File: src/rtl/wave_generator_if.sv
// Bundles the wave_generator configuration/control inputs and waveform outputs.
interface wave_generator_if #(
    parameter int unsigned N = 8
);
    logic         ena;
    logic         load;
    logic [1:0]   cfg_mode;
    logic [N-1:0] cfg_lo;
    logic [N-1:0] cfg_hi;
    logic [N-1:0] cfg_step;
    logic [N-1:0] out;
    logic         dir;
    logic         evt;

    modport master (
        output ena, load, cfg_mode, cfg_lo, cfg_hi, cfg_step,
        input  out, dir, evt
    );

    modport slave (
        input  ena, load, cfg_mode, cfg_lo, cfg_hi, cfg_step,
        output out, dir, evt
    );
endinterface

File: src/rtl/wave_generator.sv
// Programmable triangle / sawtooth / square waveform source with turnaround event pulse.
// Define WAVE_GEN_SQUARE_EN to enable square output in mode 3 (otherwise mode 3 = triangle).
module wave_generator #(
    parameter int unsigned N = 8
) (
    input logic            clk,
    input logic            rst,
    wave_generator_if.slave bus
);
    typedef enum logic [1:0] {
        ModeTri    = 2'd0,
        ModeSawUp  = 2'd1,
        ModeSawDn  = 2'd2,
        ModeSquare = 2'd3
    } mode_e;

    mode_e        mode_q, mode_d;
    logic [N-1:0] lo_q, lo_d;
    logic [N-1:0] hi_q, hi_d;
    logic [N-1:0] step_q, step_d;
    logic [N-1:0] acc_q, acc_d;
    logic         dir_q, dir_d;
    logic         evt_q, evt_d;

    logic [N-1:0] step_eff;
    logic [N:0]   sum;
    logic [N-1:0] up_sat;
    logic [N-1:0] dn_sat;
    logic         degenerate;

    // Saturating neighbours of acc, computed in N+1 bits so nothing wraps.
    always_comb begin
        step_eff   = (step_q == '0) ? {{(N-1){1'b0}}, 1'b1} : step_q;
        sum        = {1'b0, acc_q} + {1'b0, step_eff};
        up_sat     = (sum >= {1'b0, hi_q}) ? hi_q : sum[N-1:0];
        dn_sat     = ({1'b0, acc_q} <= ({1'b0, lo_q} + {1'b0, step_eff})) ? lo_q
                                                                           : acc_q - step_eff;
        degenerate = (lo_q >= hi_q);
    end

    always_comb begin
        mode_d = mode_q;
        lo_d   = lo_q;
        hi_d   = hi_q;
        step_d = step_q;
        acc_d  = acc_q;
        dir_d  = dir_q;
        evt_d  = 1'b0;
        if (bus.load) begin
            mode_d = mode_e'(bus.cfg_mode);
            lo_d   = bus.cfg_lo;
            hi_d   = bus.cfg_hi;
            step_d = bus.cfg_step;
            if (mode_e'(bus.cfg_mode) == ModeSawDn) begin
                acc_d = bus.cfg_hi;
                dir_d = 1'b0;
            end else begin
                acc_d = bus.cfg_lo;
                dir_d = 1'b1;
            end
        end else if (degenerate) begin
            acc_d = lo_q;
        end else if (bus.ena) begin
            case (mode_q)
                ModeSawUp: begin
                    dir_d = 1'b1;
                    if (acc_q == hi_q) begin
                        acc_d = lo_q;
                        evt_d = 1'b1;
                    end else begin
                        acc_d = up_sat;
                    end
                end
                ModeSawDn: begin
                    dir_d = 1'b0;
                    if (acc_q == lo_q) begin
                        acc_d = hi_q;
                        evt_d = 1'b1;
                    end else begin
                        acc_d = dn_sat;
                    end
                end
                default: begin
                    // Triangle; square shares the same acc/dir trajectory.
                    if (dir_q) begin
                        acc_d = up_sat;
                        if (up_sat == hi_q) begin
                            dir_d = 1'b0;
                            evt_d = 1'b1;
                        end
                    end else begin
                        acc_d = dn_sat;
                        if (dn_sat == lo_q) begin
                            dir_d = 1'b1;
                            evt_d = 1'b1;
                        end
                    end
                end
            endcase
        end
    end

    always_ff @(posedge clk) begin
        if (rst) begin
            mode_q <= ModeTri;
            lo_q   <= '0;
            hi_q   <= '1;
            step_q <= {{(N-1){1'b0}}, 1'b1};
            acc_q  <= '0;
            dir_q  <= 1'b1;
            evt_q  <= 1'b0;
        end else begin
            mode_q <= mode_d;
            lo_q   <= lo_d;
            hi_q   <= hi_d;
            step_q <= step_d;
            acc_q  <= acc_d;
            dir_q  <= dir_d;
            evt_q  <= evt_d;
        end
    end

    always_comb begin
        bus.dir = dir_q;
        bus.evt = evt_q;
`ifdef WAVE_GEN_SQUARE_EN
        if (degenerate) begin
            bus.out = lo_q;
        end else if (mode_q == ModeSquare) begin
            bus.out = dir_q ? hi_q : lo_q;
        end else begin
            bus.out = acc_q;
        end
`else
        bus.out = degenerate ? lo_q : acc_q;
`endif
    end
endmodule

File: src/flat_wrapper.sv
// flat-port wrapper written by rule: the top's interface ports become plain ports
module wave_generator_flat 
#(
    parameter int unsigned N = 8
)
  (clk, rst, bus_ena, bus_load, bus_cfg_mode, bus_cfg_lo, bus_cfg_hi, bus_cfg_step, bus_out, bus_dir, bus_evt);
  wave_generator_if #(.N(N)) bus_i ();
  input logic clk;
  input logic rst;
  input wire logic [$bits(bus_i.ena)-1:0] bus_ena;
  input wire logic [$bits(bus_i.load)-1:0] bus_load;
  input wire logic [$bits(bus_i.cfg_mode)-1:0] bus_cfg_mode;
  input wire logic [$bits(bus_i.cfg_lo)-1:0] bus_cfg_lo;
  input wire logic [$bits(bus_i.cfg_hi)-1:0] bus_cfg_hi;
  input wire logic [$bits(bus_i.cfg_step)-1:0] bus_cfg_step;
  output wire logic [$bits(bus_i.out)-1:0] bus_out;
  output wire logic [$bits(bus_i.dir)-1:0] bus_dir;
  output wire logic [$bits(bus_i.evt)-1:0] bus_evt;
  assign bus_i.ena = bus_ena;
  assign bus_i.load = bus_load;
  assign bus_i.cfg_mode = bus_cfg_mode;
  assign bus_i.cfg_lo = bus_cfg_lo;
  assign bus_i.cfg_hi = bus_cfg_hi;
  assign bus_i.cfg_step = bus_cfg_step;
  assign bus_out = bus_i.out;
  assign bus_dir = bus_i.dir;
  assign bus_evt = bus_i.evt;
  wave_generator #(.N(N)) u_core (.clk(clk), .rst(rst), .bus(bus_i));
endmodule
File: config.mk
export PLATFORM = sky130hd
export DESIGN_NAME = wave_generator_flat
export DESIGN_NICKNAME = d
export VERILOG_FILES = /design/src/rtl/wave_generator_if.sv /design/src/rtl/wave_generator.sv /design/src/flat_wrapper.sv
export SDC_FILE = /design/constraint.sdc
export NUM_CORES = 1
export LEC_CHECK = 0
export ABC_AREA = 1
export ABC_CLOCK_PERIOD_IN_PS = 5800
export BUFFER_PORTS_ARGS = -buffer_cell sky130_fd_sc_hd__buf_2
export CORE_ASPECT_RATIO = 1.25
export CORE_MARGIN = 3
export CORE_UTILIZATION = 40
export DETAILED_ROUTE_END_ITERATION = 16
export PLACE_DENSITY = 0.59
export SKIP_CTS_REPAIR_TIMING = 1
export SLEW_MARGIN = 20
export SYNTH_ARGS = -nofsm -noshare
export SYNTH_HDL_FRONTEND = slang
export SYNTH_SLANG_ARGS = --single-unit
File: constraint.sdc
create_clock -name clk -period 5.8 [get_ports clk]
set_input_delay 0.58 -clock clk [delete_from_list [all_inputs] [get_ports clk]]
set_output_delay 0.58 -clock clk [all_outputs]
set_load 0.02 [all_outputs]
==> summary.md, run 1 <==
| Metric | Value |
|---|---|
| Status | `finished clean` |
| Portion of netlist area occupied by mux cells | `0%` |
| Worst Setup End Kind | `flip-flop` |
| First-pass GRT wire length | `24.7 mm` |
| Simple-Gate Fraction of Synth Area | `38.2%` |
| CTS root buf | `clkbuf_16` |
| Core Region | `11200 um^2` |
| Final hold violations | `0` |
| CTS max path bufs | `2` |
| Sequential-to-total area share from yosys stat | `15.5%` |
| Synth async-reset ratio | `0%` |
| P_leak | `0.00269 uW` |
| Final WL | `15.5 mm` |
| Vias/cell | `5.46` |
| Worst slew margin | `33.8%` |
| Clk slew on worst S/H paths | `0.06 ns` |
| Cts bufs inserted | `5` |
| Avg Cell Area, Syn | `6.19 um^2` |
| Sw Ratio | `47.4%` |
| Peak supply drop | `182 uV` |
| Clock Skews | `0.00449 ns` |
| Initial Util | `41.4%` |
| Final TNS setup | `0 ns` |
| Cell with the most instances after synthesis | `nand2_1` |
| P&R area growth vs syn | `8.16%` |
| Final HPWL DP | `12.3 mm` |
| Mapped Cells | `753` |
| Final Setup Violations | `0` |
| Cell taking the most area after synthesis | `nand2_1` |
| Die Y | `127 um` |
| Post-synth EDFFs | `0` |
| Worst EP arrival | `4.56 ns` |
| Area contributors post-synth | `nand2_1 18%, dfxtp_1 15%, ha_1 13%` |
| DIE WIDTH | `103 um` |
| P_sw | `641 uW` |
| Largest net degree at the start of global routing | `52` |
| Synth cell count leaders | `228 x nand2_1, 81 x inv_1, 76 x nand3_1` |
| Clock share of power | `23.1%` |
| Syn Std Cell Area | `4660 um^2` |
| Placed cell count | `901` |
| Top_reg_cell synth | `dfxtp_1` |
| Comb pwr share | `53.5%` |
| Syn Nets | `836` |
| Max-slew violations | `0` |
| Placer Congestion | `0.940` |
| Gr usage total | `24.4%` |
| Row cnt | `43` |
| 1st-iter DRT viols | `352` |
| Ant. Diodes | `0` |
| DR pass1 iterations | `5` |
| I/O pin count | `40` |
| Final #Nets | `856` |
| Total congestion overflow | `0` |
| Fillers | `1190` |
| Actual slew at the worst max-slew pin | `0.993 ns` |
| Critical Path Source Type | `flip-flop` |
| Sink Count | `36` |
| Die ar. | `13000 um^2` |
| Min-delay worst type | `flip-flop to flip-flop` |
| Worst-skew pair later-pin latency | `0.29 ns` |
| Max H-tree Level | `2` |
| Post-synthesis compound-gate area fraction | `16.1%` |
| Xor and xnor fraction of the mapped netlist area | `4.32%` |
| Fmax | `0.228 GHz` |
| Syn. warnings | `0` |
| P per Cell Area | `268 nW/um^2` |
| Sequential share of power | `23.4%` |
| # port buffers | `39` |
| Residual DRC count | `0` |
| Initial antenna violation count | `0` |
| Tcrit/Tclk final | `75.5%` |
| Vias in the first global route | `4687` |
| Top cell type's share of synthesized area | `18.4%` |
| Max-cap violations | `0` |
| DRT antenna net count | `0` |
| DR WL/cell | `17.0 um` |
| CP Data Required Time | `5.98 ns` |
| RSZ-0062 raised after global routing | `no` |
| Layout cells sized above 1 | `12.5%` |
| Post-layout min period | `4.38 ns` |
| CP max FO | `22` |
| Vias | `4965` |
| Distinct cells, synth | `43` |
| Internal power | `712 uW` |
| Yosys reg bits | `36` |
| Main combinational cell family by area after synthesis | `simple AND/OR/NAND/NOR gates` |
| CTS tree | `built` |
| Synth Area in Adders | `14.7%` |
| Crit Path Class | `flip-flop to flip-flop` |
| Fin cells | `909` |
per-layer routing:
metal / share of wire [%] / GRT usage [%]
met4: 3.5 / 9.58
met1: 46 / 33.5
met3: 5.4 / 3.19
met2: 46 / 38.4
met5: 0 / 0
layout by cell type (no fill, tap or decap), types with 15 or more instances in the layout:
master     n
xor2_1    15
nand2_1  228
nand4_1   23
nor2_1    32
a21oi_1   41
buf_2     39
ha_1      50
nand3_1   76
o21ai_0   51
dfxtp_1   36
inv_1     81
path summary, 6_finish.rpt:
kind                                  from                       endpoint  slack, ns  cells past startpoint
max          u_core.step_q[1]$_SDFFE_PP0P_    u_core.bus.dir$_SDFFE_PP1P_       1.42                     27
min          u_core.mode_q[0]$_SDFFE_PP0P_  u_core.mode_q[0]$_SDFFE_PP0P_       0.49                      2
max reg2reg  u_core.step_q[1]$_SDFFE_PP0P_    u_core.bus.dir$_SDFFE_PP1P_       1.42                     27
min reg2reg  u_core.mode_q[0]$_SDFFE_PP0P_  u_core.mode_q[0]$_SDFFE_PP0P_       0.49                      2
power by group through the flow:
stage	Sequential (uW)	Clock [uW]	Combinational [uW]
2_1_floorplan	300	0	563
4_1_cts	316	314	717
6_report	317	312	724
3_5_place_dp	322	0	713
3_3_place_gp	322	0	708
5_1_grt	320	323	823
logic make-up (layout without fill, tap and decap cells):
| logic type | count (synthesis) | after routing |
|---|---|---|
| XOR/XNOR | 23 | 23 |
| flip-flops | 36 | 36 |
| AO/OA/AOI/OAI | 124 | 124 |
| adder cells (fa/ha/maj) | 53 | 53 |
| buffers and inverters | 123 | 144 |
| AND/OR/NAND/NOR | 394 | 394 |
worst max-delay path, stage by stage, from the launching register on:
cell	delay (ns)
dfxtp_1	0.47
inv_1	0.15
a41o_1	0.32
ha_1	0.26
fa_1	0.48
nand2_1	0.11
nand2_1	0.07
xor2_1	0.29
inv_1	0.11
ha_1	0.30
nand2_1	0.10
inv_1	0.04
nand2_1	0.06
nand3_1	0.07
nand2_1	0.06
nand2_1	0.06
nand2_2	0.19
nand3_4	0.29
nand2_1	0.19
nand3_1	0.09
nand2_1	0.07
nand2_1	0.05
nor2_1	0.11
nand2_1	0.09
nand2_1	0.06
nand3_1	0.06
nand2_1	0.07
nand2_1	0.04
area by class of cell:
cell class	instances	area (um^2)	share of cell area, %
sequential	36	721	14.3
tap	135	169	3.35
inverter	95	359	7.12
clock inverter	2	35.0	0.695
multi-input combinational	594	3420	67.8
clock buffer	6	129	2.56
timing repair buffer	41	210	4.17
flip-flops by register name, summed over array words and instances (netlist names):
signal / cells
u_core.bus.evt: 1
u_core.bus.dir: 1
u_core.acc_q: 8
u_core.lo_q: 8
u_core.hi_q: 8
u_core.step_q: 8
u_core.mode_q: 2
metrics by stage:
| stage | util, % | hold WS (ns) | cell area (um^2) | power (uW) | worst slack, ns |
|---|---|---|---|---|---|
| 3_5_place_dp | 43.4 | 0.482 | 4880 | 1030 | 1.44 |
| 4_1_cts | 44.8 | 0.493 | 5040 | 1350 | 1.44 |
| 3_3_place_gp | 43.4 | 0.475 | 4880 | 1030 | 1.54 |
| 6_report | 44.8 | 0.488 | 5040 | 1350 | 1.42 |
| 2_1_floorplan | - | 0.431 | 4660 | 863 | 2.43 |
| 5_1_grt | 44.8 | 0.531 | 5040 | 1470 | 0.898 |
Power figures use the tool's default switching activity.
==> run 2: changes to the inputs <==
- ABC_CLOCK_PERIOD_IN_PS: 5800 -> 3950
- PLACE_DENSITY: 0.59 -> 0.61
- clock period: 5.8 -> 3.95 ns (I/O delays scaled with it)
==> run 2 against run 1 <==
Against the previous run:
- fmax up 18%
- die area did not move
- setup slack got worse by 1.2 ns
- clock-buffer cell count up 2
- critical path type unchanged
- total power is 54% higher
- clock skew increased by 0.0019 ns
- sequential cell count is the same
- highest routed layer unchanged
==> summary.md, run 2 (synthesized netlist as in run 1, its figures left out) <==
| Metric | Value |
|---|---|
| Peak supply drop | `316 uV (+74%)` |
| Cts bufs inserted | `5 (unchanged)` |
| Max-cap violations | `0 (unchanged)` |
| 1st-iter DRT viols | `358 (+1.7%)` |
| DR WL/cell | `17.9 um (+5.5%)` |
| Core Region | `11200 um^2 (unchanged)` |
| Fillers | `1194 (+0.34%)` |
| Fmax | `0.270 GHz (+18%)` |
| Row cnt | `43 (unchanged)` |
| Most common cell after layout, fill and taps aside | `nand2_1` |
| Final TNS setup | `0 ns (unchanged)` |
| Sink Count | `36 (unchanged)` |
| P per Cell Area | `382 nW/um^2 (+42%)` |
| Worst R2R Start | `u_core.step_q[6]$_SDFFE_PP0P_` |
| Gr usage total | `26.4% (+1.9 points)` |
| DR pass1 iterations | `5 (unchanged)` |
| CTS max path bufs | `2 (unchanged)` |
| Worst reg2reg path depth | `25 (-7.4%)` |
| Critical path origin | `u_core.step_q[6]$_SDFFE_PP0P_` |
| RSZ-0062 raised after global routing | `no` |
| Largest net degree at the start of global routing | `39 (-25%)` |
| Worst Setup End Kind | `flip-flop` |
| Actual slew at the worst max-slew pin | `1.02 ns (+0.0241 ns)` |
| Placer Congestion | `0.957 (+1.8%)` |
| Final #Nets | `889 (+3.9%)` |
| Clk slew on worst S/H paths | `0.06 ns (about the same)` |
| Final WL | `16.9 mm (+9.3%)` |
| Worst Hold Depth | `3 (+1)` |
| RR Endpoint | `u_core.bus.evt$_SDFF_PP0_` |
| Final Setup Violations | `0 (unchanged)` |
| Most frequent cells in the layout | `225 x nand2_1, 80 x inv_1, 72 x nand3_1` |
| CTS root buf | `clkbuf_16` |
| Hold Crit Start | `bus_cfg_step[0]` |
| # port buffers | `39 (unchanged)` |
| Post-route design area | `5450 um^2 (+8.0%)` |
| Status | `finished clean` |
| Layout cells sized above 1 | `19.2% (+6.7 points)` |
| CP Data Required Time | `4.17 ns (-1.81 ns)` |
| Worst EP arrival | `3.92 ns (-0.64 ns)` |
| P_leak | `0.00290 uW (+7.7%)` |
| I/O pin count | `40 (unchanged)` |
| Final hold violations | `0 (unchanged)` |
| Worst hold endpoint | `u_core.step_q[0]$_SDFFE_PP1P_` |
| Dpl cell area | `5060 um^2 (+3.7%)` |
| Final setup margin | `0.248 ns (-1.17 ns)` |
| Vias/cell | `5.58 (+2.2%)` |
| Tcrit/Tclk final | `93.7% (+18 points)` |
| Clock Skews | `0.00640 ns (+0.00191 ns)` |
| DIE WIDTH | `103 um (unchanged)` |
| Worst-skew pair later-pin latency | `0.29 ns (about the same)` |
| Vias | `5257 (+5.9%)` |
| CTS tree | `built` |
| R2r setup slk | `0.25 ns (-1.17 ns)` |
| Initial Util | `41.4% (unchanged)` |
| Ant. Diodes | `0 (unchanged)` |
| Max H-tree Level | `2 (unchanged)` |
| Post-layout min period | `3.70 ns (-0.679 ns)` |
| CP max FO | `7 (-68%)` |
| Max-slew violations | `0 (unchanged)` |
| Die ar. | `13000 um^2 (unchanged)` |
| Crit Path Class | `flip-flop to flip-flop` |
| DRT antenna net count | `0 (unchanged)` |
| Initial antenna violation count | `0 (unchanged)` |
| Worst slew margin | `32.1% (-1.6 points)` |
| Min-delay worst type | `input pin to flip-flop` |
| Final HPWL DP | `13.3 mm (+8.0%)` |
| Pre-CTS setup slack | `0.117 ns (-1.32 ns)` |
| Critical Path Source Type | `flip-flop` |
| First-pass GRT wire length | `26.4 mm (+7.0%)` |
| Total congestion overflow | `0 (unchanged)` |
| P&R area growth vs syn | `16.9%` |
| Die Y | `127 um (unchanged)` |
| Residual DRC count | `0 (unchanged)` |
| Vias in the first global route | `4964 (+5.9%)` |
run 2: area by class of cell:
class                   count  area (um^2)  area share [%]
multi-input cells         597         3560            65.4
flip-flops and latches     36          728            13.4
repair buffers             70          473            8.68
inverters                  95          364            6.69
well taps                 135          169            3.10
clock buffers               8          146            2.69
repair inverters            1         5.00          0.0919
run 2: power breakdown:
part	internal (uW)	leakage, uW	switching [uW]
Sequential	395	0.000301	48.0
Combinational	432	0.00252	799
Clock	252	0.0000712	153
run 2: worst max-delay path by stage:
| stage | to | slack [ns] | cells after the start |
|---|---|---|---|
| finish | u_core.bus.evt$_SDFF_PP0_ | 0.25 | 25 |
| floorplan | u_core.bus.dir$_SDFFE_PP1P_ | 0.58 | 23 |
| CTS | u_core.bus.evt$_SDFF_PP0_ | 0.10 | 25 |
| global route | u_core.bus.evt$_SDFF_PP0_ | 0.002 | 25 |
| global placement | u_core.bus.dir$_SDFFE_PP1P_ | 0.19 | 25 |
| detailed placement | u_core.bus.evt$_SDFF_PP0_ | 0.12 | 25 |
run 2: routing by layer:
metal  global-route usage [%]  wire [um]  up-vias  part of all wire, %
met4                     11.2        749        0                  4.4
met3                     3.58        912       41                  5.4
met2                     42.4       8000      172                   47
met1                     34.9       7240     2449                   43
met5                        0          0        -                    0
li1                         -          -     2595                    -
run 2: stage by stage:
step	power (uW)	utilization (%)	cells	hold WS [ns]
after floorplan	1270	-	753	0.431
after global placement	1580	45.0	925	0.474
after detailed placement	1580	45.0	925	0.481
after CTS	1990	46.3	933	0.324
after global routing	2250	48.4	942	0.344
final	2080	48.4	942	0.325
run 2: worst max-delay path, cell delays in order (launching register included):
cell     delay, ns
dfxtp_2       0.35
inv_2         0.05
a41o_1        0.27
ha_2          0.20
nand3_1       0.09
nand2_2       0.08
a21oi_2       0.14
inv_1         0.06
a21oi_2       0.16
inv_1         0.05
a21o_1        0.16
a21oi_2       0.13
xor2_1        0.17
ha_1          0.26
nand4_1       0.12
nand3_2       0.10
nor2_4        0.26
buf_8         0.17
nand3_4       0.09
nand3_1       0.08
nand2_1       0.05
nor2_1        0.10
nand4_1       0.23
nand2_1       0.14
nor2_1        0.04
nor2_1        0.07
